--- config.mk ---
export PLATFORM = sky130hd
export DESIGN_NAME = traffic_light_monitor
export DESIGN_NICKNAME = d
export VERILOG_FILES = /design/src/rtl/traffic_light_monitor.sv
export SDC_FILE = /design/constraint.sdc
export NUM_CORES = 1
export LEC_CHECK = 0
export CORE_MARGIN = 10
export CORE_UTILIZATION = 52
export DETAILED_ROUTE_END_ITERATION = 12
export HOLD_SLACK_MARGIN = 0.02
export PLACE_DENSITY = 0.86
export SLEW_MARGIN = 20
export SYNTH_ARGS = -nofsm -noshare
export SYNTH_HDL_FRONTEND = slang
export SYNTH_SLANG_ARGS = --single-unit
--- constraint.sdc ---
create_clock -name clk -period 3.6 [get_ports clk]
set_clock_uncertainty 0.05 [all_clocks]
set_input_delay 1.08 -clock clk [delete_from_list [all_inputs] [get_ports clk]]
set_output_delay 1.08 -clock clk [all_outputs]
set_load 0.03 [all_outputs]
--- src/rtl/traffic_light_monitor.sv ---
// Passive checker for the highway/country-road light controller: tracks the
// intersection phase, enforces sequence and dwell limits, latches the first fault.
module traffic_light_monitor #(
  parameter int unsigned MIN_YELLOW = 3,
  parameter int unsigned MAX_YELLOW = 8,
  parameter int unsigned MIN_ALLRED = 5
) (
  input  logic       clk,
  input  logic       clear,
  input  logic [1:0] highWay,
  input  logic [1:0] countryRoad,
  output logic [2:0] phase,
  output logic [7:0] dwell,
  output logic       fault,
  output logic [2:0] fault_code,
  output logic [7:0] cycle_count
);

  typedef enum logic [2:0] {
    StSync = 3'd0,
    StHg   = 3'd1,
    StHy   = 3'd2,
    StAr   = 3'd3,
    StCg   = 3'd4,
    StCy   = 3'd5
  } phase_e;

  localparam logic [1:0] LightRed    = 2'b00;
  localparam logic [1:0] LightYellow = 2'b01;
  localparam logic [1:0] LightGreen  = 2'b10;
  localparam logic [1:0] LightBad    = 2'b11;

  localparam logic [7:0] MinYellow = 8'(MIN_YELLOW);
  localparam logic [7:0] MaxYellow = 8'(MAX_YELLOW);
  localparam logic [7:0] MinAllRed = 8'(MIN_ALLRED);

  localparam logic [2:0] CodeNone     = 3'd0;
  localparam logic [2:0] CodeEncoding = 3'd1;
  localparam logic [2:0] CodeConflict = 3'd2;
  localparam logic [2:0] CodeSequence = 3'd3;
  localparam logic [2:0] CodeYelShort = 3'd4;
  localparam logic [2:0] CodeYelLong  = 3'd5;
  localparam logic [2:0] CodeRedShort = 3'd6;

  phase_e     phase_q, phase_d;
  logic [7:0] dwell_q, dwell_d;
  logic       fault_q, fault_d;
  logic [2:0] code_q, code_d;
  logic [7:0] cycles_q, cycles_d;

  logic       bad_enc, conflict;
  phase_e     pair_phase, succ_phase;
  logic [2:0] sample_code;
  logic       in_yellow;

  always_comb begin
    pair_phase = StSync;
    bad_enc    = (highWay == LightBad) || (countryRoad == LightBad);
    conflict   = !bad_enc && (highWay != LightRed) && (countryRoad != LightRed);
    if (highWay == LightGreen && countryRoad == LightRed)       pair_phase = StHg;
    else if (highWay == LightYellow && countryRoad == LightRed) pair_phase = StHy;
    else if (highWay == LightRed && countryRoad == LightRed)    pair_phase = StAr;
    else if (highWay == LightRed && countryRoad == LightGreen)  pair_phase = StCg;
    else if (highWay == LightRed && countryRoad == LightYellow) pair_phase = StCy;
  end

  always_comb begin
    succ_phase = StSync;
    unique case (phase_q)
      StHg:    succ_phase = StHy;
      StHy:    succ_phase = StAr;
      StAr:    succ_phase = StCg;
      StCg:    succ_phase = StCy;
      StCy:    succ_phase = StHg;
      default: succ_phase = StSync;
    endcase
  end

  assign in_yellow = (phase_q == StHy) || (phase_q == StCy);

  always_comb begin
    phase_d     = phase_q;
    dwell_d     = dwell_q;
    cycles_d    = cycles_q;
    sample_code = CodeNone;

    if (bad_enc) begin
      sample_code = CodeEncoding;
    end else if (conflict) begin
      sample_code = CodeConflict;
    end else if (phase_q == StSync) begin
      if (pair_phase == StHg) begin
        phase_d = StHg;
        dwell_d = 8'd1;
      end
    end else if (pair_phase == phase_q) begin
      dwell_d = (dwell_q == 8'hff) ? dwell_q : dwell_q + 8'd1;
      // Only the sample that would push dwell past the limit flags it.
      if (in_yellow && dwell_q == MaxYellow) sample_code = CodeYelLong;
    end else if (pair_phase == succ_phase) begin
      phase_d = pair_phase;
      dwell_d = 8'd1;
      if (in_yellow && dwell_q < MinYellow)          sample_code = CodeYelShort;
      else if (phase_q == StAr && dwell_q < MinAllRed) sample_code = CodeRedShort;
      if (phase_q == StCy) cycles_d = cycles_q + 8'd1;
    end else begin
      sample_code = CodeSequence;
    end

    // Structural faults lose sync; resume on the next highway-green.
    if (sample_code == CodeEncoding || sample_code == CodeConflict ||
        sample_code == CodeSequence) begin
      phase_d = StSync;
      dwell_d = 8'd0;
    end

    fault_d = fault_q || (sample_code != CodeNone);
    code_d  = fault_q ? code_q : sample_code;
  end

  always_ff @(posedge clk) begin
    if (clear) begin
      phase_q  <= StSync;
      dwell_q  <= 8'd0;
      fault_q  <= 1'b0;
      code_q   <= CodeNone;
      cycles_q <= 8'd0;
    end else begin
      phase_q  <= phase_d;
      dwell_q  <= dwell_d;
      fault_q  <= fault_d;
      code_q   <= code_d;
      cycles_q <= cycles_d;
    end
  end

  assign phase       = phase_q;
  assign dwell       = dwell_q;
  assign fault       = fault_q;
  assign fault_code  = code_q;
  assign cycle_count = cycles_q;

endmodule

After elaboration in Yosys (flattened, before gate mapping)
Index checks and enable logic that the tools add are counted.
{"block": "word_totals", "regBits": 23, "inputBits": 6, "output_inout_bits": 23, "word_cells": 86}
{"block": "classes", "addsub": 2, "order_cmp": 2, "n_eq_ne": 22, "mux": 23, "n_bitwise": 4, "reduce_logical": 28}
{"op": "3-bit two-way mux", "n": 17}
{"op": "8-bit two-way mux", "n": 5}
{"op": "8-bit by 1-bit adder with 8-bit output (second input constant)", "n": 2}
{"op": "3-bit one-hot mux with 5 select lines", "n": 1}
{"op": "3-bit by 2-bit equality test with 1-bit output (second input constant)", "n": 4}
{"op": "1-bit logical AND", "n": 10}
{"op": "5-bit AND reduction", "n": 2}
{"op": "3-bit by 1-bit equality test with 1-bit output (second input constant)", "n": 3}
{"op": "2-bit equality test (second input constant)", "n": 4}
{"op": "8-bit by 4-bit equality test with 1-bit output (second input constant)", "n": 1}
{"op": "8-bit equality test (second input constant)", "n": 1}
{"op": "8-bit by 2-bit less-than comparator with 1-bit output (second input constant)", "n": 1}
{"op": "8-bit by 3-bit less-than comparator with 1-bit output (second input constant)", "n": 1}
{"op": "3-bit equality test", "n": 2}
{"op": "3-bit equality test (second input constant)", "n": 2}
{"op": "6-bit AND reduction", "n": 1}
{"op": "2-bit nonzero test", "n": 3}
{"op": "3-bit nonzero test", "n": 2}
{"op": "1-bit logical OR", "n": 5}
{"op": "2-bit by 1-bit equality test with 1-bit output (second input constant)", "n": 2}
{"op": "2-bit logical NOT", "n": 2}
{"op": "1-bit NOT", "n": 4}
{"op": "3-bit logical NOT", "n": 1}
{"op": "3-bit inequality test (second input constant)", "n": 1}
{"op": "other kinds (4)", "n": 4}

Longest topological paths before layout
{"block": "depth", "word_depth": 17, "depth_mapped": 9, "mapped_depth_nobuf": 8}

Worst setup path after synthesis
Ideal clock, no wire load.
{"block": "synth_timing", "kind": "input to register", "start": "input countryRoad[1]", "end": "register dwell_q[7] (netlist: dwell[7])", "setup_ns": 0.092, "t_arrival_ns": 2.862, "required_ns": 3.458, "setup_slack_ns": 0.596, "stages": 9, "n_path_buf": 2, "cell_sequence": "buf_2 a211o_1 mux2i_1 o31ai_4 o21ai_1 o21bai_1 a21o_1 buf_2 nor4_1"}
{"block": "synth_between", "elab_chain_cells": 17, "elab_cells_between_ends": 41, "cone_classes": "11 x eq/ne; 12 x mux; 2 x bitwise; 16 x reduce/logical"}
{"element": "from (decl)", "line_no": "11", "source": "input logic [1:0] countryRoad,"}
{"element": "2-bit by 1-bit equality test with 1-bit output", "line_no": "64", "source": "else if (highWay == LightRed && countryRoad == LightYellow) pair_phase = StCy;"}
{"element": "1-bit logical AND", "line_no": "64"}
{"element": "3-bit two-way mux", "line_no": "64"}
{"element": "3-bit two-way mux", "line_no": "63", "source": "else if (highWay == LightRed && countryRoad == LightGreen) pair_phase = StCg;"}
{"element": "3-bit two-way mux", "line_no": "62", "source": "else if (highWay == LightRed && countryRoad == LightRed) pair_phase = StAr;"}
{"element": "3-bit two-way mux", "line_no": "61", "source": "else if (highWay == LightYellow && countryRoad == LightRed) pair_phase = StHy;"}
{"element": "3-bit two-way mux", "line_no": "60", "source": "if (highWay == LightGreen && countryRoad == LightRed) pair_phase = StHg;"}
{"element": "3-bit equality test", "line_no": "100", "source": "end else if (pair_phase == succ_phase) begin"}
{"element": "3-bit two-way mux", "line_no": "100"}
{"element": "3-bit two-way mux", "line_no": "96", "source": "end else if (pair_phase == phase_q) begin"}
{"element": "3-bit two-way mux", "line_no": "91", "source": "end else if (phase_q == StSync) begin"}
{"element": "3-bit two-way mux", "line_no": "89", "source": "end else if (conflict) begin"}
{"element": "3-bit two-way mux", "line_no": "87", "source": "if (bad_enc) begin"}
{"element": "3-bit by 1-bit equality test with 1-bit output or 3-bit by 2-bit equality test with 1-bit output (tied branches)", "line_no": "111", "source": "if (sample_code == CodeEncoding || sample_code == CodeConflict ||"}
{"element": "1-bit logical OR (2 in a row)", "line_no": "111"}
{"element": "2-bit OR reduction (no line)"}
{"element": "to (signal assigned)", "line_no": "130", "source": "dwell_q <= dwell_d;"}
{"element": "to (decl)", "line_no": "46", "source": "logic [7:0] dwell_q, dwell_d;"}
Several ways; a longest one is shown, not always the timed one.
A chain may end at the register's enable or synchronous reset.

Worst setup path in the final report
{"block": "layout_timing", "start": "input countryRoad[1]", "end": "register dwell_q[1] (netlist: dwell[1])"}
The elaborated chain is that of the path after synthesis.

==> qor.csv <==
stage;metric;value;unit
logic_synthesis;netlist_instances;192;
worst_setup_path;max_stage_delay;630;ps
worst_setup_path;worst_setup_path_end_kind;flip-flop;
sta;timing.hold.ws;425;ps
logic_synthesis;yosys_warnings;0;
global_routing;overflow;0;
logic_synthesis;ys_ff_latch;23;
logic_synthesis;yosysTopAreaCell;dfxtp_1;
placed_design;io_buffers;28;
clocking;cts_resized;0;
power;vdd_ir_drop_max;217;uV
sta;setup_viol;0;
worst_setup_path;crit_type;input port to flip-flop;
logic_synthesis;syn_area_per_cell;8.28;sq um
global_routing;globalRouteTotalUtil;13.9;%
finish;fin_cells;268;
logic_synthesis;synthDistinctLibCells;57;
power;power_density;243;nW/um^2
min_path;hold_class;flip-flop to flip-flop;
global_routing;grt_pass1_vias;1396;
floorplan;core_area;2980;sq um
status;status;complete, no violations;
placed_design;dp_slack;-39.4;ps
floorplan;die_width;75.3;um
global_routing;grt_util_met1;17.4;%
drt;finalWirelength;3790;um
clocking;htreeDepth;1;
logic_synthesis;synth_top_area_share;29.0;%
finish;antenna_cells;0;
finish;layout-drive-gt1-share;15.7;%
clocking;cts-buffers-inserted;3;
logic_synthesis;synth_area;1590;sq um
logic_synthesis;synthTopCellsByArea;dfxtp_1 29%, nor2_1 6.1%, xnor2_1 3.9%;
clocking;clock_sinks;23;
worst_setup_path;worstPathRequired;3810;ps
logic_synthesis;synthArstFlopShare;0;%
placed_design;gp_congestion;0.867;
sta;rsz0062_at_grt;no;
global_routing;grt_first_pass_wirelength;6220;um
drt;vias;1551;
logic_synthesis;ys_seq_area_share;29.0;%
clocking;clkLatencyLatePin;310;ps
sta;worst_slack;279;ps
worst_setup_path;crit_top_cell;buf_4;
sta;worstMarginPinSlew;535;ps
clocking;clockBufferDepth;2;
clocking;cts-root-buf;clkbuf_4;
logic_synthesis;synth_edf_count;0;
global_routing;grt_max_degree;15;
floorplan;die_h;75.3;um
sta;maxSlewHeadroom;64.0;%
job;drv_cap;0;
power;p_leak;0.699;nW
drt;wire_per_inst;14.2;um
finish;syn_to_final_growth;29.7;%
placed_design;dp.cells;264;
global_routing;top_usage_layer;met2;
clocking;cts_tree;yes;
drt;vias_per_cell;5.79;
global_routing;grt.met2_usage;21.9;%
clocking;cts_setup_buffers;0;
worst_setup_path;path_cells;clkdlybuf4s50_1, or4b_1, o22ai_2, o21a_4, buf_4, nor2_1, a221oi_1, buf_4, nand3_1, a21oi_1;
sta;hold_violations;0;
sta;fin_crit;3320;ps
logic_synthesis;yosys_most_used_dff;dfxtp_1;
drt;drt_first_pass_iters;4;
worst_setup_path;arrival;3530;ps
clocking;clk_pin_slew;120;ps
floorplan;std_cell_rows;20;
global_routing;antenna_found_initial;0;
worst_setup_path;start_kind;input port;
floorplan;initial_core_util;53.4;%
sta;period_share;92.2;%
placed_design;dp_hpwl;3040;um
floorplan;die_area;5670;sq um
floorplan;io_pins;29;
clocking;hold_buffers;0;
finish;nets;246;
global_routing;grt_use_met3;4.08;%
worst_setup_path;critPathMaxFanout;8;
sta;max_freq;301;MHz
logic_synthesis;syn_nets;202;
drt;ant_nets;0;
worst_setup_path;slowest_stage;clkdlybuf4s50_1;
drt;drt_iter0_markers;89;
drt;drcViolationCount;0;
sta;drv_slew;0;
==> cell usage in the layout (no fill, tap or decap), types with 3 or more instances in the layout <==
cell type        instances
a211oi_1                 4
a21oi_1                  6
a221oi_1                 4
buf_4                   21
clkbuf_4                 3
clkdlybuf4s50_1         28
dfxtp_1                 23
ha_1                     4
inv_1                    6
mux2i_1                  6
nand2_1                 10
nand3_1                  7
nor2_1                  26
nor2b_1                  5
nor3_1                   9
nor4_1                   7
o21ai_0                  6
o21ai_1                  4
o22ai_1                  4
xnor2_1                  7
==> worst max-delay path, delay by kind of cell <==
family	cells	cell delay, ps
buffers and inverters	3	950
AND/OR/NAND/NOR	3	600
AO/OA/AOI/OAI	4	880
==> final timing paths <==
kind	from	to	slack, ps	cells after the start
min reg2reg	fault_code[0]	fault_code[0]	430	2
max reg2reg	phase[2]	dwell[7]	1070	9
min	fault_code[0]	fault_code[0]	430	2
max	countryRoad[1]	dwell[1]	280	10
==> where the power goes <==
part | total [mW] | switching, mW | internal [mW]
Sequential | 0.264 | 0.00483 | 0.259
Clock | 0.117 | 0.0733 | 0.0434
Combinational | 0.120 | 0.0633 | 0.0568
==> per-layer routing <==
metal	part of all wire (%)	wire length [um]
met4	1.8	70
met3	6.1	230
met1	47	1790
met2	45	1710
met5	0	0
==> final cells by class <==
class                   count  area [sq um]
repair buffers             50           458
well taps                  33          41.3
clock buffers               4          26.3
multi-input cells         152          1050
inverters                   6          22.5
fillers                   238           917
flip-flops and latches     23           460
==> registers in the layout, indices dropped and copies added (netlist names) <==
signal	flops
cycle_count	8
dwell	8
fault	1
fault_code	3
phase	3
==> logic make-up after synthesis <==
logic type / Yosys count / synth area share, %
DFF: 23 / 29.0
muxes: 7 / 4.49
buffers and inverters: 17 / 4.80
AOI/OAI and AO/OA: 50 / 26.2
xor gates and xnor gates: 8 / 4.41
adders and majority gates: 6 / 4.41
and+or+nand+nor: 81 / 26.7
==> cells in the mapped netlist, types with 2 or more instances <==
cell type / count
clkbuf_1: 5
o22ai_1: 4
nand2_1: 10
o21ai_1: 4
or3_1: 2
nor2_1: 26
o21ai_0: 6
a221oi_1: 4
a211o_1: 2
ha_1: 4
dfxtp_1: 23
and3_1: 2
inv_1: 6
nor4_1: 7
nor2b_1: 5
o21a_1: 2
mux2i_1: 6
xnor2_1: 7
maj3_1: 2
nand3_1: 7
a21oi_1: 6
o31ai_4: 2
nor3_1: 9
a211oi_1: 4
buf_2: 4
o211ai_1: 2
==> per-stage QoR <==
| step | power (mW) | instance area [sq um] | util [%] | setup TNS, ps |
|---|---|---|---|---|
| after floorplan | 0.341 | 1590 | - | 0 |
| after global placement | 0.386 | 2030 | 68.3 | 0 |
| after detailed placement | 0.388 | 2030 | 68.3 | -117 |
| after CTS | 0.505 | 2060 | 69.2 | 0 |
| after global routing | 0.526 | 2060 | 69.2 | 0 |
| final | 0.500 | 2060 | 69.2 | 0 |
No activity file was read; power rests on OpenSTA's default activity.
